--- src/rtl/energy_sample_logger_if.sv ---
// Bundles the sample stream input and the window/telemetry outputs of energy_sample_logger.
interface energy_sample_logger_if #(
    parameter int DATA_W = 8
);
    logic              enable;
    logic              sample_valid;
    logic [DATA_W-1:0] sample_data;
    logic [DATA_W-1:0] avg_out;
    logic              avg_valid;
    logic              tx;
    logic              tx_busy;
    logic              fifo_full;
    logic [7:0]        overflow_cnt;

    modport master (
        output enable, sample_valid, sample_data,
        input  avg_out, avg_valid, tx, tx_busy, fifo_full, overflow_cnt
    );

    modport slave (
        input  enable, sample_valid, sample_data,
        output avg_out, avg_valid, tx, tx_busy, fifo_full, overflow_cnt
    );
endinterface

--- src/rtl/energy_sample_logger.sv ---
// Windowed avg/min/max of a sample stream, buffered in a record FIFO and sent as 8N1 UART frames.
// Define LOGGER_CHECKSUM_EN to append an avg^min^max checksum byte to every frame.
module energy_sample_logger #(
    parameter int DATA_W     = 8,
    parameter int WIN_LOG2   = 4,
    parameter int FIFO_DEPTH = 4,
    parameter int BAUD_DIV   = 868
) (
    input  logic                  clk,
    input  logic                  rst,
    energy_sample_logger_if.slave bus
);
    localparam int ACC_W  = DATA_W + WIN_LOG2;
    localparam int REC_W  = 3 * DATA_W;
    localparam int PTR_W  = $clog2(FIFO_DEPTH);
    localparam int BAUD_W = $clog2(BAUD_DIV + 1);
    localparam logic [PTR_W:0]    FULL_CNT  = (PTR_W + 1)'(FIFO_DEPTH);
    localparam logic [BAUD_W-1:0] BAUD_LAST = BAUD_W'(BAUD_DIV - 1);
`ifdef LOGGER_CHECKSUM_EN
    localparam logic [2:0] LAST_BYTE = 3'd4;
`else
    localparam logic [2:0] LAST_BYTE = 3'd3;
`endif

    typedef enum logic [2:0] {S_IDLE, S_LOAD, S_START, S_DATA, S_STOP} state_t;

    // ---------------- window statistics ----------------
    logic [WIN_LOG2-1:0] r_win_cnt;
    logic [ACC_W-1:0]    r_acc;
    logic [DATA_W-1:0]   r_min, r_max;
    logic [DATA_W-1:0]   r_avg, r_rec_min, r_rec_max;
    logic                r_avg_valid;
    logic                w_accept, w_first, w_last;
    logic [ACC_W-1:0]    w_acc_sum;
    logic [DATA_W-1:0]   w_min_new, w_max_new;

    assign w_accept  = bus.enable && bus.sample_valid;
    assign w_first   = (r_win_cnt == '0);
    assign w_last    = (r_win_cnt == '1);
    assign w_acc_sum = r_acc + ACC_W'(bus.sample_data);
    assign w_min_new = (w_first || bus.sample_data < r_min) ? bus.sample_data : r_min;
    assign w_max_new = (w_first || bus.sample_data > r_max) ? bus.sample_data : r_max;

    always_ff @(posedge clk or posedge rst) begin
        if (rst) begin
            r_win_cnt   <= '0;
            r_acc       <= '0;
            r_min       <= '0;
            r_max       <= '0;
            r_avg       <= '0;
            r_rec_min   <= '0;
            r_rec_max   <= '0;
            r_avg_valid <= 1'b0;
        end else begin
            r_avg_valid <= 1'b0;
            if (w_accept) begin
                if (w_last) begin
                    r_win_cnt   <= '0;
                    r_acc       <= '0;
                    r_avg       <= DATA_W'(w_acc_sum >> WIN_LOG2);
                    r_rec_min   <= w_min_new;
                    r_rec_max   <= w_max_new;
                    r_avg_valid <= 1'b1;
                end else begin
                    r_win_cnt <= r_win_cnt + WIN_LOG2'(1);
                    r_acc     <= w_acc_sum;
                    r_min     <= w_min_new;
                    r_max     <= w_max_new;
                end
            end
        end
    end

    // ---------------- record FIFO ----------------
    // The avg_valid cycle doubles as the push strobe for the record just closed.
    logic [REC_W-1:0] r_mem [FIFO_DEPTH];
    logic [REC_W-1:0] r_frame;
    logic [PTR_W-1:0] r_wptr, r_rptr;
    logic [PTR_W:0]   r_fifo_cnt, w_fifo_cnt_next;
    logic             r_fifo_full;
    logic [7:0]       r_ovf_cnt;
    logic             w_push, w_pop, w_push_ok, w_drop;
    state_t           r_state, w_state_next;

    assign w_push    = r_avg_valid;
    assign w_pop     = (r_state == S_LOAD);
    assign w_push_ok = w_push && ((r_fifo_cnt != FULL_CNT) || w_pop);
    assign w_drop    = w_push && !w_push_ok;

    always_comb begin
        w_fifo_cnt_next = r_fifo_cnt;
        if (w_push_ok && !w_pop) begin
            w_fifo_cnt_next = r_fifo_cnt + (PTR_W + 1)'(1);
        end else if (!w_push_ok && w_pop) begin
            w_fifo_cnt_next = r_fifo_cnt - (PTR_W + 1)'(1);
        end
    end

    always_ff @(posedge clk) begin
        if (w_push_ok) begin
            r_mem[r_wptr] <= {r_avg, r_rec_min, r_rec_max};
        end
        if (w_pop) begin
            r_frame <= r_mem[r_rptr];
        end
    end

    always_ff @(posedge clk or posedge rst) begin
        if (rst) begin
            r_wptr      <= '0;
            r_rptr      <= '0;
            r_fifo_cnt  <= '0;
            r_fifo_full <= 1'b0;
            r_ovf_cnt   <= '0;
        end else begin
            if (w_push_ok) begin
                r_wptr <= r_wptr + PTR_W'(1);
            end
            if (w_pop) begin
                r_rptr <= r_rptr + PTR_W'(1);
            end
            r_fifo_cnt  <= w_fifo_cnt_next;
            r_fifo_full <= (w_fifo_cnt_next == FULL_CNT);
            if (w_drop && r_ovf_cnt != 8'hFF) begin
                r_ovf_cnt <= r_ovf_cnt + 8'd1;
            end
        end
    end

    // ---------------- UART serializer ----------------
    logic [BAUD_W-1:0] r_baud, w_baud_next;
    logic [2:0]        r_bit_idx, w_bit_next, w_bit_inc;
    logic [2:0]        r_byte_idx, w_byte_next;
    logic              r_tx, w_tx_next;
    logic              r_tx_busy, w_busy_next;
    logic [7:0]        w_cur_byte;

`ifdef LOGGER_CHECKSUM_EN
    logic [7:0] w_chk;
    assign w_chk = r_frame[REC_W-1 -: DATA_W] ^ r_frame[2*DATA_W-1 -: DATA_W] ^ r_frame[DATA_W-1:0];
`endif

    assign w_bit_inc = r_bit_idx + 3'd1;

    always_comb begin
        w_cur_byte = 8'hA5;
        case (r_byte_idx)
            3'd1:    w_cur_byte = r_frame[REC_W-1 -: DATA_W];
            3'd2:    w_cur_byte = r_frame[2*DATA_W-1 -: DATA_W];
            3'd3:    w_cur_byte = r_frame[DATA_W-1:0];
`ifdef LOGGER_CHECKSUM_EN
            3'd4:    w_cur_byte = w_chk;
`endif
            default: w_cur_byte = 8'hA5;
        endcase
    end

    // tx and tx_busy are registered so each line level lines up with the state it belongs to.
    always_comb begin
        w_state_next = r_state;
        w_baud_next  = r_baud;
        w_bit_next   = r_bit_idx;
        w_byte_next  = r_byte_idx;
        w_tx_next    = r_tx;
        w_busy_next  = r_tx_busy;
        case (r_state)
            S_IDLE: begin
                w_tx_next = 1'b1;
                if (r_fifo_cnt != '0) begin
                    w_state_next = S_LOAD;
                    w_busy_next  = 1'b1;
                end
            end
            S_LOAD: begin
                w_byte_next  = '0;
                w_baud_next  = BAUD_LAST;
                w_tx_next    = 1'b0;
                w_state_next = S_START;
            end
            S_START: begin
                if (r_baud == '0) begin
                    w_baud_next  = BAUD_LAST;
                    w_bit_next   = '0;
                    w_tx_next    = w_cur_byte[0];
                    w_state_next = S_DATA;
                end else begin
                    w_baud_next = r_baud - BAUD_W'(1);
                end
            end
            S_DATA: begin
                if (r_baud == '0) begin
                    w_baud_next = BAUD_LAST;
                    if (r_bit_idx == 3'd7) begin
                        w_tx_next    = 1'b1;
                        w_state_next = S_STOP;
                    end else begin
                        w_bit_next = w_bit_inc;
                        w_tx_next  = w_cur_byte[w_bit_inc];
                    end
                end else begin
                    w_baud_next = r_baud - BAUD_W'(1);
                end
            end
            S_STOP: begin
                if (r_baud == '0) begin
                    if (r_byte_idx == LAST_BYTE) begin
                        w_busy_next  = 1'b0;
                        w_tx_next    = 1'b1;
                        w_state_next = S_IDLE;
                    end else begin
                        w_byte_next  = r_byte_idx + 3'd1;
                        w_baud_next  = BAUD_LAST;
                        w_tx_next    = 1'b0;
                        w_state_next = S_START;
                    end
                end else begin
                    w_baud_next = r_baud - BAUD_W'(1);
                end
            end
            default: w_state_next = S_IDLE;
        endcase
    end

    always_ff @(posedge clk or posedge rst) begin
        if (rst) begin
            r_state    <= S_IDLE;
            r_baud     <= '0;
            r_bit_idx  <= '0;
            r_byte_idx <= '0;
            r_tx       <= 1'b1;
            r_tx_busy  <= 1'b0;
        end else begin
            r_state    <= w_state_next;
            r_baud     <= w_baud_next;
            r_bit_idx  <= w_bit_next;
            r_byte_idx <= w_byte_next;
            r_tx       <= w_tx_next;
            r_tx_busy  <= w_busy_next;
        end
    end

    assign bus.avg_out      = r_avg;
    assign bus.avg_valid    = r_avg_valid;
    assign bus.tx           = r_tx;
    assign bus.tx_busy      = r_tx_busy;
    assign bus.fifo_full    = r_fifo_full;
    assign bus.overflow_cnt = r_ovf_cnt;
endmodule
--- src/flat_wrapper.sv ---
// flat-port wrapper written by rule: the top's interface ports become plain ports
module energy_sample_logger_flat 
#(
    parameter int DATA_W     = 8,
    parameter int WIN_LOG2   = 4,
    parameter int FIFO_DEPTH = 4,
    parameter int BAUD_DIV   = 868
)
  (clk, rst, bus_enable, bus_sample_valid, bus_sample_data, bus_avg_out, bus_avg_valid, bus_tx, bus_tx_busy, bus_fifo_full, bus_overflow_cnt);
  energy_sample_logger_if #(.DATA_W(DATA_W)) bus_i ();
  input  logic clk;
  input  logic rst;
  input wire logic [$bits(bus_i.enable)-1:0] bus_enable;
  input wire logic [$bits(bus_i.sample_valid)-1:0] bus_sample_valid;
  input wire logic [$bits(bus_i.sample_data)-1:0] bus_sample_data;
  output wire logic [$bits(bus_i.avg_out)-1:0] bus_avg_out;
  output wire logic [$bits(bus_i.avg_valid)-1:0] bus_avg_valid;
  output wire logic [$bits(bus_i.tx)-1:0] bus_tx;
  output wire logic [$bits(bus_i.tx_busy)-1:0] bus_tx_busy;
  output wire logic [$bits(bus_i.fifo_full)-1:0] bus_fifo_full;
  output wire logic [$bits(bus_i.overflow_cnt)-1:0] bus_overflow_cnt;
  assign bus_i.enable = bus_enable;
  assign bus_i.sample_valid = bus_sample_valid;
  assign bus_i.sample_data = bus_sample_data;
  assign bus_avg_out = bus_i.avg_out;
  assign bus_avg_valid = bus_i.avg_valid;
  assign bus_tx = bus_i.tx;
  assign bus_tx_busy = bus_i.tx_busy;
  assign bus_fifo_full = bus_i.fifo_full;
  assign bus_overflow_cnt = bus_i.overflow_cnt;
  energy_sample_logger #(.DATA_W(DATA_W), .WIN_LOG2(WIN_LOG2), .FIFO_DEPTH(FIFO_DEPTH), .BAUD_DIV(BAUD_DIV)) u_core (.clk(clk), .rst(rst), .bus(bus_i));
endmodule
--- config.mk ---
export PLATFORM = sky130hd
export DESIGN_NAME = energy_sample_logger_flat
export DESIGN_NICKNAME = d
export VERILOG_FILES = /design/src/rtl/energy_sample_logger_if.sv /design/src/rtl/energy_sample_logger.sv /design/src/flat_wrapper.sv
export SDC_FILE = /design/constraint.sdc
export NUM_CORES = 1
export LEC_CHECK = 0
export ABC_CLOCK_PERIOD_IN_PS = 4070
export CAP_MARGIN = 20
export CELL_PAD_IN_SITES_DETAIL_PLACEMENT = 1
export CELL_PAD_IN_SITES_GLOBAL_PLACEMENT = 1
export CORE_UTILIZATION = 25
export CTS_BUF_LIST = sky130_fd_sc_hd__clkbuf_4 sky130_fd_sc_hd__clkbuf_8
export CTS_CLUSTER_DIAMETER = 80
export DETAILED_ROUTE_END_ITERATION = 8
export GPL_TIMING_DRIVEN = 0
export PLACE_DENSITY_LB_ADDON = 0.1
export SYNTH_ARGS = -nofsm -noshare
export SYNTH_HDL_FRONTEND = slang
export SYNTH_SLANG_ARGS = --single-unit
--- constraint.sdc ---
create_clock -name clk -period 4.07 [get_ports clk]
set_input_delay 0.814 -clock clk [delete_from_list [all_inputs] [get_ports clk]]
set_output_delay 0.814 -clock clk [all_outputs]
set_load 0.1 [all_outputs]
==> Word level (Yosys, flattened, before mapping) <==
Memory sizes are Yosys's and may differ from the RTL's. A register that Yosys moved wholly into a read port is not among the register bits.
Cells that the tools add are included.
{ "totals": {"ff_bits": 94, "mem_bits_rw": 96, "input_bits": 12, "output_inout_bits": 20, "memories": 1} }
{ "mem_list": {"columns": ["memory", "words", "width", "rd", "rd_ports_with_merged_regs", "wr", "line", "source"], "rows": [
  ["u_core.r_mem", 4, 24, 1, 1, 1, "energy_sample_logger.sv:76", "logic [REC_W-1:0] r_mem [FIFO_DEPTH];"]
]} }
{ "op_classes": {"addsub": 10, "n_lt_le_gt_ge": 3, "eq_ne": 21, "muxes": 41, "bitwise": 1, "n_reduce_logical": 29} }
{ "ops": {"columns": ["cell", "count"], "rows": [
  ["two-way mux 3 bit", 12],
  ["two-way mux 10 bit", 3],
  ["case mux 10 bit (3 select lines)", 1],
  ["case mux 8 bit (3 select lines)", 1],
  ["two-way mux 8 bit", 2],
  ["case mux 3 bit (5 select lines)", 1],
  ["two-way mux 1 bit", 13],
  ["adder 12 x 8 -> 12 bit", 1],
  ["== test 3 x 2 -> 1 bit, second input constant", 4],
  ["two-way mux 12 bit", 1],
  ["inequality test 2 x 1 -> 1 bit, second input constant", 6],
  ["case mux 3 bit (2 select lines)", 2],
  ["AND reduction 4 bit", 3],
  ["zero test 10 bit", 1],
  ["subtractor 10 x 1 -> 10 bit, second input constant", 1],
  ["adder 3 x 1 -> 3 bit, second input constant", 3],
  ["== test 3 bit, second input constant", 3],
  ["adder 8 x 1 -> 8 bit, second input constant", 1],
  ["> comparator 8 bit", 1],
  ["< comparator 8 bit", 1],
  ["inequality test 8 bit, second input constant", 1],
  ["== test 3 x 1 -> 1 bit, second input constant", 2],
  ["logical AND 1 bit", 6],
  ["inequality test 3 bit, second input constant", 2],
  ["23 further kinds", 33]
]} }

==> Logic depth before layout (Yosys ltp) <==
{ "depth": {"ltp_word": 8, "ltp_mapped": 11, "depth_no_buf": 9} }

==> Worst setup path after synthesis <==
Ideal clock, no wire load.
{ "synth_timing": {"path_kind": "input port to flip-flop", "start": "input bus_sample_data[5]", "end": "register u_core.r_min[0]", "setup_ns": 0.125, "arrival_time_ns": 2.564, "required_ns": 3.945, "setup_slack_ns": 1.381, "cell_stages": 8, "cell_sequence": "ha_1 a21o_1 a211oi_1 nand2_1 o221ai_4 and2_1 buf_6 mux2_2"} }
{ "synth_via": {"elab_chain_cells": 3} }
{ "synth_rtl": {"columns": ["item", "line", "source"], "rows": [
  ["start: declaration", "flat_wrapper.sv:15", "input wire logic [$bits(bus_i.sample_data)-1:0] bus_sample_data;"],
  ["< comparator 8 bit", "energy_sample_logger.sv:41", "assign w_min_new = (w_first || bus.sample_data < r_min) ? bus.sample_data : r_min;"],
  ["logical OR 1 bit", "energy_sample_logger.sv:41", null],
  ["two-way mux 8 bit", "energy_sample_logger.sv:41", null],
  ["end signal: assignment", "energy_sample_logger.sv:67", "r_min <= w_min_new;"],
  ["end: declaration", "energy_sample_logger.sv:30", "logic [DATA_W-1:0] r_min, r_max;"]
]} }
No other way between the ends.
A chain may end at the register's enable or synchronous reset.

==> Worst setup path in the final report <==
Ends and elaborated chain as after synthesis.

==> results.md <==
* Drt via density at around 4.5
* Pins over their slew limit at 0
* DP Wirelength at 15800 um
* Syn Inst Count at just over 700
* Synth cell types at 70
* Detailed Route WL at 23200 um
* Net Sw Frac at between 30% and 40%
* Hold crit path type: flop to flop
* Initial drt markers at ~150
* Mean Syn Cell Area at about 14 um^2
* IO Pins at 32
* Worst-case clock buffer depth at 3
* CTS H-tree lvls at 2
* Ys async rst share at a little over two fifths
* Pint at 4.80 mW
* Vias in the first global route at between 6000 and 7000
* Crit path to: u_core.r_min[0]$_DFFE_PP0P_
* Worst Setup SP: bus_sample_data[5]
* Fin util at approximately 30%
* Reg2reg path depth at 5
* Post-Syn Nets at between 700 and 800
* Global-route wire length before repair at around 37000 um
* RR Endpoint: u_core.r_mem[3][11]$_DFFE_PP_
* RSZ-0062 raised after global routing: no
* Hold-fix buffers, CTS at 0
* Most Used Layer, Global Route: met2
* WP depth at 9
* WHS Path Cells at 2
* Buf/Inv on CP at 2
* Rel. slew slack at ~34%
* Yosys reg bits at 214
* Post-synth EDFFs at between 100 and 150
* Net switching power figure at around 2.5 mW
* Peak supply drop at around 0.23 mV
* CP Class: input pin to flop
* Initial Utilization at 25.4%
* Final hold viol count at 0
* GP Congestion at ~0.75
* Core Region at about 38000 um^2
* Met3 usage at under 10%
* Period utilisation layout at 75.1%
* Hold slack final at between 0.4 and 0.5 ns
* Clock Pin Slew Worst Setup and Hold Paths at around 0.07 ns
* R2R setup slack at roughly 1.1 ns
* Max-cap violations at 0
* Outcome: finished clean
* Core Rows at 71
* GRT met1 Usage at between 10% and 20%
* Overflow left after global routing at 0
* Die footprint at 39200 um^2
* Total number of vias at 5911
* Share of layout cells above drive strength 1 at roughly 17%
* Worst-path cell with the longest stage delay: clkdlybuf4s50_1
* CP delay by family, top: buffers and inverters
* Synth Cell Area at 9600 um^2
* Die width at between 150 and 200 um
* Largest net degree at the start of global routing at between 50 and 60
* Startpoint Class: input pin
* Fmax at approximately 0.33 GHz
* Slew @ Worst Pin at just under 1 ns
* Slowest cell delay on critical path at around 0.70 ns
* Sequential-to-total area share from yosys stat at between 60% and 70%
* Clock skew at 0.0179 ns
* Antenna Nets Post-Route at 0
* Synth Warn # at 0
* Total CTS buffers at 41
* NumNets Final at roughly 840
* Period minus WS final at between 3 and 4 ns
* CTS Root Cell: clkbuf_8
* Crit. End Element: flop
* Crit path arrival time at roughly 3.5 ns
* Final Setup Violations at 0
* CP max FO at 9
* Drt wl/cell at 17.6 um
* CTS tree: done
* Power share of the clock group at 27.8%
* Crit-path cells: clkdlybuf4s50_1 > ha_1 > a21o_1 > a211oi_1 > nand2_1 > o221ai_4 > and2_1 > buf_6 > mux2_2
* Post-CTS sizing at 0
* Gate power share at between 30% and 40%
* Initial antenna violation count at 0
* # Post-CTS Setup Buffers at 0
* Met2 usage at between 20% and 30%
* First-pass DRT Iterations at 4
* # DRC at 0
* Post-synth top flop: edfxtp_1
* Clk sinks at around 210
* PwrDens at between 600 and 700 nW/um^2
* Area growth from synthesis to layout at 18.4%
* Gr usage total at roughly 12%
* Static leakage at roughly 4.5 nW
* Clock latency on the worst-skew pair at between 0.5 and 0.6 ns
* Reg power frac at between 40% and 50%
* Die Ht at slightly below 200 um
* CP Data Required Time at ~4.5 ns
* FF-to-FF Start: u_core.r_state[2]$_DFFE_PP0P_
* Port buffer count at 31
-- synth_stat cells, types with 6 or more instances --
master / n / area (um^2)
a21oi_1: 26 / 130
o21ai_0: 45 / 225
a31oi_1: 6 / 37.5
ha_1: 41 / 513
xnor2_1: 19 / 166
nand2_1: 79 / 297
clkbuf_1: 12 / 45.0
nand4_1: 8 / 50.1
mux4_2: 24 / 541
and2_1: 9 / 56.3
nand3_1: 16 / 80.1
edfxtp_1: 120 / 3600
a22o_1: 7 / 61.3
nor2_1: 25 / 93.8
mux2i_1: 16 / 160
a21o_1: 7 / 52.6
mux2_4: 7 / 105
inv_1: 37 / 139
mux2_2: 9 / 101
dfrtp_1: 93 / 2330
-- routing by layer --
layer,share of wire (%),vias to the layer above,routed length (um)
li1,-,2770,-
met1,44,3022,10300
met2,50,76,11600
met3,3.2,43,746
met4,2.4,0,561
met5,0,-,0
-- logic make-up after synthesis --
kind of cell / count (synthesis) / share of synthesized area [%]
muxes: 56 / 9.45
xor gates and xnor gates: 23 / 2.10
and+or+nand+nor: 179 / 9.15
buffers and inverters: 61 / 2.78
AOI/OAI and AO/OA: 131 / 8.92
adders and majority gates: 42 / 5.55
DFF: 214 / 62.1
-- tightest hold or removal path, delay by kind of cell, from the launching register on --
family / cells / cell delay [ns]
flip-flops: 1 / 0.35
AND/OR/NAND/NOR: 2 / 0.10
-- power by group through the flow --
| stage | logic [mW] | registers (mW) | clock network, mW |
|---|---|---|---|
| detailed placement | 2.25 | 3.12 | 0 |
| CTS | 2.27 | 3.08 | 2.14 |
| global placement | 2.19 | 3.09 | 0 |
| floorplan | 1.41 | 3.32 | 0 |
| finish | 2.22 | 3.08 | 2.04 |
| global route | 2.46 | 3.14 | 2.22 |
-- per-stage QoR --
step           setup TNS [ns]  area (um^2)  power, mW  std cells  worst slack [ns]
2_1_floorplan               0         9600       4.73        706             0.809
3_3_place_gp          -114.76        10500       5.27       1248             -1.26
3_5_place_dp                0        10600       5.38       1249             0.427
4_1_cts                     0        11400       7.49       1322             0.979
5_1_grt                     0        11400       7.82       1322             0.900
6_report                    0        11400       7.33       1323              1.01
-- worst min path at each step --
stage | startpoint | endpoint | slack [ns]
5_1_grt | u_core.bus.overflow_cnt[6]$_DFFE_PP0P_ | u_core.bus.overflow_cnt[6]$_DFFE_PP0P_ | 0.52
2_1_floorplan | u_core.r_acc[0]$_DFFE_PP0P_ | u_core.r_acc[0]$_DFFE_PP0P_ | 0.44
4_1_cts | u_core.r_acc[0]$_DFFE_PP0P_ | u_core.r_acc[0]$_DFFE_PP0P_ | 0.49
3_5_place_dp | u_core.r_acc[0]$_DFFE_PP0P_ | u_core.r_acc[0]$_DFFE_PP0P_ | 0.48
3_3_place_gp | u_core.r_acc[0]$_DFFE_PP0P_ | u_core.r_acc[0]$_DFFE_PP0P_ | 0.46
6_report | u_core.r_acc[0]$_DFFE_PP0P_ | u_core.r_acc[0]$_DFFE_PP0P_ | 0.48
-- state kept, by name, summed over array words and instances (netlist names), 4 cells and up --
| signal | flops |
|---|---|
| u_core.r_rec_max | 8 |
| u_core.r_mem | 96 |
| u_core.bus.avg_out | 8 |
| u_core.r_win_cnt | 4 |
| u_core.r_rec_min | 8 |
| u_core.r_min | 8 |
| u_core.r_baud | 10 |
| u_core.r_frame | 24 |
| u_core.r_acc | 12 |
| u_core.r_max | 8 |
| u_core.bus.overflow_cnt | 8 |
-- area by class of cell --
class                      count  area [um^2]
fill                        4098        26400
sequential                   214         5960
multi-input combinational    431         3380
clock buffer                  57          709
tap                          511          639
timing repair buffer          32          338
inverter                      38          145
buffer                        23          124
clock inverter                16         71.3
antenna                        1         2.50
-- layout by cell type (no fill, tap or decap), types with 6 or more instances in the layout --
master	instances
a21o_1	7
a21oi_1	26
a22o_1	7
a31oi_1	6
clkbuf_1	12
clkbuf_4	12
clkbuf_8	45
clkdlybuf4s50_1	31
clkinv_1	9
clkinv_2	6
dfrtp_1	93
edfxtp_1	120
ha_1	41
inv_1	36
mux2_2	9
mux2_4	7
mux2i_1	16
mux4_2	24
nand2_1	79
nand3_1	16
nand4_1	8
nor2_1	25
o21ai_0	45
xnor2_1	19
(Power assumes the default switching activity.)
==> edit 1 (config.mk and constraints unchanged) <==
Add a define of `LOGGER_CHECKSUM_EN`.
--- a/src/rtl/energy_sample_logger.sv
+++ b/src/rtl/energy_sample_logger.sv
@@ -1,5 +1,7 @@
 // Windowed avg/min/max of a sample stream, buffered in a record FIFO and sent as 8N1 UART frames.
 // Define LOGGER_CHECKSUM_EN to append an avg^min^max checksum byte to every frame.
+`define LOGGER_CHECKSUM_EN
+
 module energy_sample_logger #(
     parameter int DATA_W     = 8,
     parameter int WIN_LOG2   = 4,
Check against the original RTL: same outputs for any inputs over 10 cycles, from zero or initial values and one cycle with rst high; that may be too few to reach the edited logic, so the function may still have changed.
==> edit 1 against the original RTL <==
  * Final area rose by 1.5%
  * Power increased by 7.5%
  * Sequential share of layout area down 0.79 points
  * Largest cell class unchanged
  * Critical path depth increased by 2
  * Setup slack got worse by 0.072 ns
  * Area after synthesis grew 1.5%
  * Global-route usage is essentially flat
  * Wire length about the same
  * Critical path type unchanged
  * Cell count increased by 0.83%
  * Sequential cell count unchanged
==> edit 1: results (changes against the original RTL) <==
Outcome
  • Status: completed

Synth
  • Post-Synth Adder-Cell Area: 5.47% (-0.083 points)
  • Distinct cells, synth: 71 (+1.4%)
  • Post-synth top cells: 120 x edfxtp_1, 93 x dfrtp_1, 47 x nand2_1, 41 x ha_1, 39 x inv_1
  • Top cells by area, synth: edfxtp_1 37%, dfrtp_1 24%, mux4_2 5.5%, ha_1 5.3%, xnor2_1 2.2%
  • Syn Nets: 771 (+1.4%)
  • Compound-gate portion of the synthesized area: 8.69% (-0.22 points)

STA
  • Fin Hold WS: 0.484 ns (+0.00576 ns)
  • Worst-margin pin slew: 0.976 ns (-0.00597 ns)
  • Clock Skews: 0.0155 ns (-0.00239 ns)

Detailed routing
  • Pre-antenna DRT Iters: 5 (+1)

Place
  • RD Place Congestion: 0.836 (+12%)
  • Placement Setup Slack: 0.418 ns (-0.00966 ns)

GRT
  • Largest net degree at the start of global routing: 65 (+12%)
  • First-pass GRT wire length: 37900 µm (+1.2%)
  • Vias in the first global route: 6694 (-0.71%)

Worst setup path
  • Worst Path Arrival: 3.61 ns (+0.14 ns)
  • Reg2reg path depth: 8 (+3)
  • Critical R2R Launch: u_core.r_win_cnt[0]$_DFFE_PP0P_
  • Worst R2R End: u_core.r_min[7]$_DFFE_PP0P_

Hold path
  • Endpoint, Worst Hold: u_core.r_baud[0]$_DFFE_PP0P_
  • WHS Path Cells: 1 (-1)
  • Worst hold start: u_core.r_baud[0]$_DFFE_PP0P_

Clock tree
  • Clock Latency Late Sink: 0.55 ns (+0.02 ns)

Finish
  • Share of cells above drive strength 1: 16.4% (-0.37 points)
  • Nets: 846 (+1.3%)

Power and ir drop
  • IR drop worst, VDD: 0.000311 V (+36%)
  • Leakage: 4.44 nW (-1.2%)
-- edit 1: cell count changes after synthesis, sizes merged, moves of 5 or more --
cell	unedited run	this run
a21oi	28	36
nand2	80	48
nor2	25	38
o211ai	0	5
o21ai	47	35
xnor2	19	25
xor2	4	14
-- edit 1: report_power, final --
part | internal, mW | switching, mW
clock network | 1.15 | 0.914
logic | 1.03 | 1.45
registers | 2.90 | 0.440
-- edit 1: worst max-delay path by stage --
| stage | from | end | slack, ns | cells after the start |
|---|---|---|---|---|
| floorplan | rst | u_core.bus.avg_out[0]$_DFFE_PP0P_ | 0.81 | 1 |
| CTS | u_core.bus.avg_out[0]$_DFFE_PP0P_ | bus_avg_out[0] | 0.95 | 1 |
| global placement | rst | u_core.r_baud[9]$_DFFE_PP0P_ | -1.13 | 2 |
| detailed placement | bus_sample_data[0] | u_core.r_acc[10]$_DFFE_PP0P_ | 0.42 | 11 |
| global route | bus_sample_data[0] | u_core.r_acc[10]$_DFFE_PP0P_ | 0.77 | 11 |
| finish | bus_sample_data[0] | u_core.r_acc[10]$_DFFE_PP0P_ | 0.94 | 11 |
-- edit 1: final cells by class --
type | count | area (µm²) | share of cell area, %
clock buffers | 56 | 683 | 5.92
repair buffers | 33 | 365 | 3.17
clock inverters | 17 | 103 | 0.889
plain buffers | 24 | 97.6 | 0.846
well taps | 511 | 639 | 5.54
multi-input cells | 439 | 3540 | 30.7
inverters | 40 | 153 | 1.32
flip-flops and latches | 214 | 5960 | 51.6
-- edit 1: layer usage --
| metal | track usage (%) | part of all wire (%) |
|---|---|---|
| met5 | 0 | 0 |
| met4 | 4.01 | 2.5 |
| met3 | 2.72 | 3.5 |
| met2 | 21.4 | 49 |
| met1 | 15.5 | 45 |
==> edit 2 (config.mk and constraints unchanged) <==
Made on the original files. Make the reset (`rst`) synchronous in 3 clocked blocks.
--- a/src/rtl/energy_sample_logger.sv
+++ b/src/rtl/energy_sample_logger.sv
@@ -41,7 +41,7 @@
     assign w_min_new = (w_first || bus.sample_data < r_min) ? bus.sample_data : r_min;
     assign w_max_new = (w_first || bus.sample_data > r_max) ? bus.sample_data : r_max;
 
-    always_ff @(posedge clk or posedge rst) begin
+    always_ff @(posedge clk) begin
         if (rst) begin
             r_win_cnt   <= '0;
             r_acc       <= '0;
@@ -105,7 +105,7 @@
         end
     end
 
-    always_ff @(posedge clk or posedge rst) begin
+    always_ff @(posedge clk) begin
         if (rst) begin
             r_wptr      <= '0;
             r_rptr      <= '0;
@@ -221,7 +221,7 @@
         endcase
     end
 
-    always_ff @(posedge clk or posedge rst) begin
+    always_ff @(posedge clk) begin
         if (rst) begin
             r_state    <= S_IDLE;
             r_baud     <= '0;
Check against the original RTL: same outputs for any inputs over 10 cycles, from zero or initial values and one cycle with rst high; that may be too few to reach the edited logic, so the function may still have changed.
==> edit 2 against the original RTL <==
  * Setup slack got worse by 0.40 ns
  * Power decreased by 15%
  * Wire length increased by 16%
  * Area after synthesis decreased by 1.1%
  * Clock skew increased by 0.0012 ns
  * Maximum frequency decreased by 12%
  * Register-to-register slack improved by 0.13 ns
  * Count of clock-buffer cells in the layout unchanged
  * Critical endpoint is now u_core.r_rec_min[2]$_SDFFE_PP0P_
  * Utilization increased by 0.28 points
  * Critical path depth decreased by 1
  * Sequential cell count unchanged
  * Final area increased by 0.22%
  * Synthesized cell count increased by 12%
==> edit 2: results (changes against the original RTL) <==
Finish
  • Nets: 916 (+9.7%)
  • Diodes inserted: 0 (-1)
  • Share of cells above drive strength 1: 11.7% (-5.0 points)

STA
  • Clock Skews: 0.0192 ns (+0.00124 ns)
  • Slew HR: 32.0% (-2.3 points)

Power and ir drop
  • P_seq: 2.55 mW (-17%)
  • Comb pwr share: 19.9% (-10 points)
  • Switching power: 1.85 mW (-27%)
  • Leakage: 3.57 nW (-21%)
  • IR drop worst, VDD: 0.000203 V (-11%)

Hold path
  • Endpoint, Worst Hold: u_core.r_acc[0]$_SDFFE_PP0P_
  • Worst hold start: u_core.r_acc[0]$_SDFFE_PP0P_

Clock tree
  • H-tree depth: 2 (unchanged)
  • Clock buffer count from CTS: 42 (+2.4%)
  • Clock Latency Late Sink: 0.55 ns (+0.02 ns)

Outcome
  • Status: completed

Worst setup path
  • Worst R2R End: u_core.r_rec_min[2]$_SDFFE_PP0P_
  • Worst Path Arrival: 3.86 ns (+0.39 ns)
  • Critical R2R Launch: u_core.r_min[5]$_SDFFE_PP0P_
  • Critical-path cell with the highest stage delay: a211oi_1
  • Cell family with most CP delay: buffers and inverters
  • R2r setup slk: 1.25 ns (+0.13 ns)
  • Reg2reg path depth: 8 (+3)
  • Worst Setup EP: u_core.r_rec_min[2]$_SDFFE_PP0P_
  • Max incr delay on CP: 0.67 ns (-0.03 ns)
  • Critical path peak fanout: 10 (+1)

Synth
  • Post-synthesis mux area share: 8.33% (-1.1 points)
  • Post-Synth XOR/XNOR Area: 2.03% (-0.070 points)
  • Post-synth top cells: 120 x edfxtp_1, 94 x dfxtp_1, 81 x nor2_1, 46 x a21oi_1, 40 x ha_1
  • Post-synth EDFFs: 120 (unchanged)
  • Compound-gate portion of the synthesized area: 10.9% (+2.0 points)
  • Top cells by area, synth: edfxtp_1 38%, dfxtp_1 20%, mux4_2 5.7%, ha_1 5.3%, nor2_1 3.2%
  • Syn Nets: 841 (+11%)
  • Distinct cells, synth: 61 (-13%)
  • Seq/Total Area, Yosys: 57.8% (-4.3 points)
  • Asr flop ratio synth: 0% (-44 points)
  • Post-Synth Adder-Cell Area: 5.48% (-0.072 points)

Place
  • Hpwl dp: 19100 µm (+21%)
  • RD Place Congestion: 0.821 (+10%)

Detailed routing
  • DRC Markers: 0 (unchanged)
  • Drt total wl: 26900 µm (+16%)
  • Total number of vias: 6491 (+9.8%)
  • Pre-antenna DRT Iters: 4 (unchanged)
  • DRT iter0 DRCs: 200 (+34%)

GRT
  • Total GRT Usage: 14.4% (+1.9 points)
  • Met1 Use GR: 17.1% (+2.1 points)
  • Largest net degree at the start of global routing: 26 (-55%)
  • First-pass GRT wire length: 42000 µm (+12%)
  • Met3 Usage GRT: 3.06% (+0.56 points)
  • Initial antenna violation count: 0 (unchanged)
  • GRT met2 Usage: 25.3% (+3.3 points)
  • Vias in the first global route: 7240 (+7.4%)

Die
  • Die area: 38800 µm² (-1.0%)
==> edit 2: cell type report <==
| class | count | area (µm²) |
|---|---|---|
| inverter | 36 | 135 |
| buffer | 38 | 145 |
| multi-input combinational | 500 | 3740 |
| sequential | 214 | 5490 |
| clock buffer | 57 | 703 |
| tap | 511 | 639 |
| clock inverter | 19 | 236 |
| timing repair buffer | 31 | 310 |
| fill | 4141 | 26100 |
==> edit 2: per-stage QoR <==
stage	worst slack [ns]	hold slack [ns]	total power, mW	std cells	area [µm²]
after global routing	0.308	0.487	6.58	1406	11400
after floorplan	1.36	0.436	3.47	788	9500
final	0.609	0.462	6.23	1406	11400
after detailed placement	0.0167	0.459	3.86	1330	10500
after CTS	0.580	0.467	6.35	1406	11400
after global placement	0.0889	0.447	3.82	1330	10400
==> edit 2: per-layer routing <==
metal  up-vias  routed length (µm)  part of all wire (%)
li1       3121                   -                     -
met1      3229               11800                    44
met2        87               13400                    50
met3        54                 892                   3.3
met4         0                 744                   2.8
met5         -                   0                     0
